**config.mk**
```make
export PLATFORM = sky130hd
export DESIGN_NAME = instruction_fetch_queue
export DESIGN_NICKNAME = d
export VERILOG_FILES = /design/src/rtl/instruction_fetch_queue.sv
export SDC_FILE = /design/constraint.sdc
export NUM_CORES = 1
export LEC_CHECK = 0
export ABC_AREA = 1
export ABC_CLOCK_PERIOD_IN_PS = 5800
export CAP_MARGIN = 0
export CELL_PAD_IN_SITES_DETAIL_PLACEMENT = 0
export CELL_PAD_IN_SITES_GLOBAL_PLACEMENT = 1
export CORE_MARGIN = 4
export CORE_UTILIZATION = 44
export CTS_BUF_LIST = sky130_fd_sc_hd__clkbuf_8
export CTS_CLUSTER_DIAMETER = 100
export DETAILED_ROUTE_END_ITERATION = 12
export PLACE_DENSITY = 0.82
export RECOVER_POWER = 50
export SYNTH_ARGS = -nofsm -noshare
export SYNTH_HDL_FRONTEND = slang
export SYNTH_SLANG_ARGS = --single-unit
export TNS_END_PERCENT = 10
```
**constraint.sdc**
```tcl
create_clock -name clk -period 5.8 [get_ports clk]
set_input_delay 0.87 -clock clk [delete_from_list [all_inputs] [get_ports clk]]
set_output_delay 0.87 -clock clk [all_outputs]
set_load 0.01 [all_outputs]
```
**src/rtl/instruction_fetch_queue.sv**
```systemverilog
// Fetch stage: issues in-order word requests to imem and buffers {pc, instr} responses for decode.
// Optional IFQ_PERF_EN adds fetch_starve_cnt (cycles decode waited on an empty queue).
module instruction_fetch_queue #(
  parameter int              DEPTH    = 4,
  parameter int              PC_W     = 64,
  parameter logic [PC_W-1:0] RESET_PC = '0
) (
  input  logic            clk,
  input  logic            rst_n,
  output logic            imem_req_valid,
  input  logic            imem_req_ready,
  output logic [PC_W-1:0] imem_req_addr,
  input  logic            imem_rsp_valid,
  input  logic [31:0]     imem_rsp_data,
  input  logic            redirect_valid,
  input  logic [PC_W-1:0] redirect_pc,
  output logic            dec_valid,
  input  logic            dec_ready,
  output logic [31:0]     dec_instr,
  output logic [PC_W-1:0] dec_pc
`ifdef IFQ_PERF_EN
  ,
  output logic [31:0]     fetch_starve_cnt
`endif
);

  localparam int AW = $clog2(DEPTH);
  localparam int CW = AW + 1;

  // Handshakes: a transfer happens on a cycle where valid && ready are both high;
  // valid never depends on ready, and redirect_valid cancels the request and the pop.
  logic [PC_W-1:0] r_pc;
  logic [AW-1:0]   r_rd_ptr;
  logic [AW-1:0]   r_wr_ptr;
  logic [AW-1:0]   r_tag_rd;
  logic [AW-1:0]   r_tag_wr;
  logic [CW-1:0]   r_count;
  logic [CW-1:0]   r_outstanding;
  logic [CW-1:0]   r_drop_cnt;
  logic [31:0]     r_instr_mem [DEPTH];
  logic [PC_W-1:0] r_pc_mem    [DEPTH];
  logic [PC_W-1:0] r_tag_mem   [DEPTH];

  logic [CW:0]     w_inflight;
  logic            w_req_fire;
  logic            w_push;
  logic            w_pop;
  logic [1:0]      w_unused_redirect_lo;

  assign w_unused_redirect_lo = redirect_pc[1:0];

  // Queued plus in-flight entries never exceed DEPTH, so every response has a slot.
  assign w_inflight     = (CW+1)'(r_outstanding) + (CW+1)'(r_count);
  assign imem_req_valid = rst_n && !redirect_valid && (w_inflight < (CW+1)'(DEPTH));
  assign imem_req_addr  = r_pc;
  assign w_req_fire     = imem_req_valid && imem_req_ready;

  assign dec_valid = (r_count != '0);
  assign dec_instr = r_instr_mem[r_rd_ptr];
  assign dec_pc    = r_pc_mem[r_rd_ptr];

  assign w_push = imem_rsp_valid && (r_drop_cnt == '0) && !redirect_valid;
  assign w_pop  = dec_valid && dec_ready && !redirect_valid;

  always_ff @(posedge clk or negedge rst_n) begin
    if (!rst_n) begin
      r_pc          <= RESET_PC;
      r_rd_ptr      <= '0;
      r_wr_ptr      <= '0;
      r_tag_rd      <= '0;
      r_tag_wr      <= '0;
      r_count       <= '0;
      r_outstanding <= '0;
      r_drop_cnt    <= '0;
    end else begin
      r_outstanding <= r_outstanding + CW'(w_req_fire) - CW'(imem_rsp_valid);
      // Tag FIFO tracks every issued request, stale or not, so it stays aligned with responses.
      if (w_req_fire)     r_tag_wr <= r_tag_wr + AW'(1);
      if (imem_rsp_valid) r_tag_rd <= r_tag_rd + AW'(1);
      if (redirect_valid) begin
        r_pc       <= {redirect_pc[PC_W-1:2], 2'b00};
        r_rd_ptr   <= '0;
        r_wr_ptr   <= '0;
        r_count    <= '0;
        r_drop_cnt <= r_outstanding - CW'(imem_rsp_valid);
      end else begin
        if (w_req_fire) r_pc     <= r_pc + PC_W'(4);
        if (w_push)     r_wr_ptr <= r_wr_ptr + AW'(1);
        if (w_pop)      r_rd_ptr <= r_rd_ptr + AW'(1);
        r_count <= r_count + CW'(w_push) - CW'(w_pop);
        if (imem_rsp_valid && (r_drop_cnt != '0)) r_drop_cnt <= r_drop_cnt - CW'(1);
      end
    end
  end

  always_ff @(posedge clk) begin
    if (w_req_fire) r_tag_mem[r_tag_wr] <= r_pc;
    if (w_push) begin
      r_pc_mem[r_wr_ptr]    <= r_tag_mem[r_tag_rd];
      r_instr_mem[r_wr_ptr] <= imem_rsp_data;
    end
  end

`ifdef IFQ_PERF_EN
  logic [31:0] r_starve_cnt;

  always_ff @(posedge clk or negedge rst_n) begin
    if (!rst_n) begin
      r_starve_cnt <= '0;
    end else if (dec_ready && !dec_valid && !redirect_valid && (r_starve_cnt != 32'hFFFF_FFFF)) begin
      r_starve_cnt <= r_starve_cnt + 32'd1;
    end
  end

  assign fetch_starve_cnt = r_starve_cnt;
`endif

endmodule
```
; ---- Word-level counts from Yosys, hierarchy flattened
; Memory sizes are Yosys's and may differ from the RTL's.
; Index checks and enable logic that the tools add are counted.
[word_totals]
memories = 3
in_bits = 102
reg_bits = 81
ramBits = 640
[memory_table]
columns = name, depth, word_bits, rd, rd_clocked_by_memory_dff, write_ports, line
row1 = r_pc_mem, 4, 64, 1, 0, 1, 41  ; logic [PC_W-1:0] r_pc_mem [DEPTH];
row2 = r_tag_mem, 4, 64, 1, 0, 1, 42  ; logic [PC_W-1:0] r_tag_mem [DEPTH];
row3 = r_instr_mem, 4, 32, 1, 0, 1, 40  ; logic [31:0] r_instr_mem [DEPTH];
[op_classes]
n_mux = 13
n_lt_le_gt_ge = 1
addsub = 12
n_reduce_logical = 16
[op_table]
columns = operator, n
row1 = $mux W64, 2
row2 = $add A64 B3 Y64 const B, 1
row3 = $mux W3, 3
row4 = $sub A3 B1 Y3, 3
row5 = $add A2 B1 Y2 const B, 4
row6 = $logic_and A1 B1 Y1, 8
row7 = $mux W2, 4
row8 = $reduce_bool A2 Y1, 4
row9 = $add A3 B1 Y3, 2
row10 = $reduce_bool A3 Y1, 2
row11 = $add A3 B3 Y4, 1
row12 = $lt A4 B3 Y1 const B, 1
row13 = $mux W1, 4
row14 = $logic_not A3 Y1, 1
row15 = $sub A3 B1 Y3 const B, 1
row16 = $logic_not A1 Y1, 1

; ---- Depth between registers and ports, before layout
[depth]
word_depth = 6
mapped_depth = 12

; ---- Least setup slack after synthesis
; Ideal clock, no wire load.
[synth_path]
path_type = in2reg
start = input redirect_valid
end = memory r_instr_mem[0][0] (enable)
setup_slack_ns = -0.098
required_time_ns = 5.253
cell_stages = 5
setup_ns = 0.547
arrival_ns = 5.351
cell_sequence = buf_2 buf_2 nor2_1 inv_1 nor2_1
[synth_between]
elab_chain_len = 4
[synth_lines]
columns = element, line
row1 = start: declaration, 15  ; input logic redirect_valid,
row2 = $logic_not A1 Y1, 62  ; assign w_push = imem_rsp_valid && (r_drop_cnt == '0) && !redirect_valid;
row3 = $logic_and A1 B1 Y1, 62
row4 = $mux W1, 98  ; if (w_push) begin
row5 = $mux W1 (implied by the code), 100  ; r_instr_mem[r_wr_ptr] <= imem_rsp_data;
row6 = end: declaration, 40
; No other way between the ends.

; ---- Final worst setup path
[layout_path]
start = input rst_n
end = memory r_tag_mem[0][60] (enable)
[layout_between]
elab_chain_len = 5
[layout_lines]
columns = element, line
row1 = start: declaration, 9  ; input logic rst_n,
row2 = $logic_and A1 B1 Y1 (2 in series), 54  ; assign imem_req_valid = rst_n && !redirect_valid && (w_inflight < (CW+1)'(DEPTH));
row3 = $logic_and A1 B1 Y1, 56  ; assign w_req_fire = imem_req_valid && imem_req_ready;
row4 = $mux W1, 97  ; if (w_req_fire) r_tag_mem[r_tag_wr] <= r_pc;
row5 = $mux W1 (implied by the code), 97
row6 = end: declaration, 42
; No other way between the ends.

==> summary.txt <==
Run status
  • Status: finished with violations
  • Violated checks: capacitance limit, slew limit

Placed design
  • Hpwl dp: 47.2 mm
  • Gpl congestion: 0.880
  • IO Port Bufs: 257
  • Cells after DPL: 3471

Min path
  • Hold Path Class: register to register
  • WHS Path Cells: 1
  • Hold path endpoint: r_drop_cnt[2]
  • Hold Path Origin: r_drop_cnt[2]

Final layout
  • Area occupied by multi-input gates: 7280 um2
  • Commonest cells after routing, fill and taps aside: edfxtp_1 (624), nor2_1 (432), o21ai_0 (346)
  • Finished Layout Cells: 3676
  • Layout area overhead: 19.1%
  • Share of layout cells above drive strength 1: 7.70%
  • # fillers: 5444
  • Storage cell area: 20700 um2
  • Most common cell after layout, fill and taps aside: edfxtp_1
  • Nets@finish: 2852

Critical path
  • Critical Path AT: 5.24 ns
  • WP data required: 6.13 ns
  • Reg2Reg Launch Point: r_outstanding[2]
  • Slowest cell on the critical path: nor2_1
  • Delay-heaviest family, CP: simple AND/OR/NAND/NOR gates
  • R2R setup slack: 1.34 ns
  • Critical Path Start Type: primary input
  • Critical path's largest stage delay: 1.33 ns
  • Buf/Inv on CP: 3
  • Crit. End Element: register
  • Critical-path maximum fanout: 51
  • Critical path class: primary input to register
  • Worst r2r path cells: 7
  • Worst flop-to-flop path endpoint: r_tag_mem[0][60]
  • Crit path cell chain: dlygate4sd3_1 > clkbuf_1 > nand2_2 > nor3_1 > nand2_1 > nor2_1 > buf_12

Pwr
  • Worst VDD drop: 0.282 mV
  • Power per cell area: 415 nW/um2
  • Static leakage: 0.0123 uW

Synth
  • Syn Std Cell Area: 29000 um2
  • Post-synth top area share: 64.5%
  • Synthesized instance count: 2451
  • Area leader, netlist: edfxtp_1
  • Async SR Flop Fraction: 11.2%
  • Mean Syn Cell Area: 11.8 um2
  • Top post-synthesis cells by area: edfxtp_1 (65%), dfrtp_1 (6.8%), o21ai_0 (5.9%)
  • Library cells used by synthesis: 38
  • #FFs+latches synth: 703
  • Ys flop type: edfxtp_1
  • Sequential element share of the synthesized area: 71.3%
  • Number of flops mapped to enable cells by yosys: 624
  • Synth warn: 0

Global route
  • First-pass GRT wire length: 115 mm
  • Vias in the first global route: 19500
  • Antenna violations before repair: 3
  • Largest net degree at the start of global routing: 103
  • Total track usage: 21.0%
  • Grt ovf: 0

CTS
  • H-tree depth: 3
  • CTS buffer count: 110
  • Clock buffer depth: 3
  • Clk sink count: 703
  • CTS tree: yes
  • PostCTS Resize Cnt: 0
  • Worst-skew pair later-pin latency: 0.71 ns
  • Clock transition at path regs: 0.06 ns
  • Post-CTS Setup Inserts: 0
  • Hold_buf cts: 1
  • Root buf cell: clkbuf_8

STA
  • Final hold viol count: 0
  • Clk_skew: 0.0411 ns
  • Relative slew slack: -40.4%
  • Final critical-path share of the clock period: 84.5%
  • Fin. max-slew vios: 203
  • # setup viols final: 0
  • Final setup TNS: 0 ns
  • RSZ-0062 raised after global routing: no
  • Measured slew at the worst slew-check pin: 2.11 ns
  • Fmax: 204 MHz
  • Minimum clock period: 4.90 ns

Routing
  • Antenna Violating Nets Remaining: 0
  • Vias: 19800
  • Post-DR vias/cell: 5.38
  • Post-Route WL: 75.6 mm
  • Routed length per placed instance: 20.6 um
  • DRT iter0 DRCs: 1707
  • DRC viols: 0
  • Pre-Repair DR Iteration Count: 5

Die
  • Die height: 265 um
  • Die area: 70200 um2
  • Core footprint: 64900 um2
  • # IOs: 264
  • FP Rows: 93
  • Effective utilization at floorplan: 44.7%
  • Die width: 265 um

Run
  • # Max-Cap Violations: 6
-- Yosys cell counts, drive strengths merged (4+ instances only) --
library cell  count
a21oi             4
buf              48
clkbuf           81
dfrtp            79
edfxtp          624
ha               19
inv             122
nand2           349
nand3            89
nand4             9
nor2            447
o211ai           11
o21ai           354
o21bai           11
o22ai           156
xnor2            11
xor2             25
-- layout make-up --
| type | instances | area share [%] |
|---|---|---|
| Sequential cell | 703 | 60.0 |
| Multi-Input combinational cell | 1498 | 21.1 |
| Timing Repair Buffer | 292 | 8.42 |
| Clock buffer | 114 | 4.54 |
| Tap cell | 855 | 3.09 |
| Clock inverter | 89 | 1.57 |
| Inverter | 124 | 1.36 |
| Antenna cell | 1 | 0.00724 |
-- how the worst max path moves through the flow --
stage / from / to / slack (ns) / depth (start not counted)
5_1_grt: rst_n / r_tag_mem[0][43] / 0.64 / 7
3_3_place_gp: r_rd_ptr[0] / dec_pc[61] / 1.97 / 5
3_5_place_dp: r_rd_ptr[0] / dec_pc[61] / 1.89 / 5
6_report: rst_n / r_tag_mem[0][60] / 0.90 / 7
4_1_cts: r_rd_ptr[0] / dec_pc[61] / 1.12 / 5
2_1_floorplan: redirect_valid / r_instr_mem[0][0] / -0.1 / 5
-- metal layers --
metal / GRT usage, % / vias to the layer above / part of all wire [%]
li1: - / 9266 / -
met1: 28.2 / 9669 / 42
met2: 34.1 / 661 / 48
met3: 3.58 / 162 / 6.0
met4: 8.71 / 2 / 3.7
met5: 0 / - / 0.017
-- registers in the layout (all words and copies together) (netlist names) --
name           count
r_rd_ptr           2
r_tag_rd           2
r_drop_cnt         3
r_tag_wr           2
imem_req_addr     62
r_instr_mem      128
r_tag_mem        248
r_pc_mem         248
r_outstanding      3
r_count            3
r_wr_ptr           2
-- power by group --
part / total (uW) / switching, uW / internal (uW)
Clock: 3980 / 1880 / 2090
Combinational: 3680 / 2350 / 1320
Sequential: 6710 / 441 / 6270
Total: 14400 / 4680 / 9680
-- stage by stage --
| step | setup slack, ns | cell area, um2 | util, % | power (uW) | hold slack, ns |
|---|---|---|---|---|---|
| after floorplan | -0.0982 | 29000 | - | 8740 | 0.457 |
| after global routing | 0.639 | 34600 | 53.2 | 15100 | 0.536 |
| final | 0.897 | 34600 | 53.2 | 14400 | 0.506 |
| after detailed placement | 1.89 | 32500 | 50.1 | 10500 | 0.518 |
| after CTS | 1.12 | 34700 | 53.4 | 14500 | 0.496 |
| after global placement | 1.97 | 32500 | 50.1 | 10400 | 0.471 |
-- kinds of logic (layout without fill, tap and decap cells) --
kind of cell,Yosys count,after routing,share of synthesized area [%]
compound gates,539,539,10.3
xor+xnor,36,36,1.09
fa+ha+maj,21,21,0.957
buf+inv,253,619,3.63
flops,703,703,71.3
other cells,1,5,0.0129
simple gates,898,898,12.6
Power figures use the tool's default switching activity.
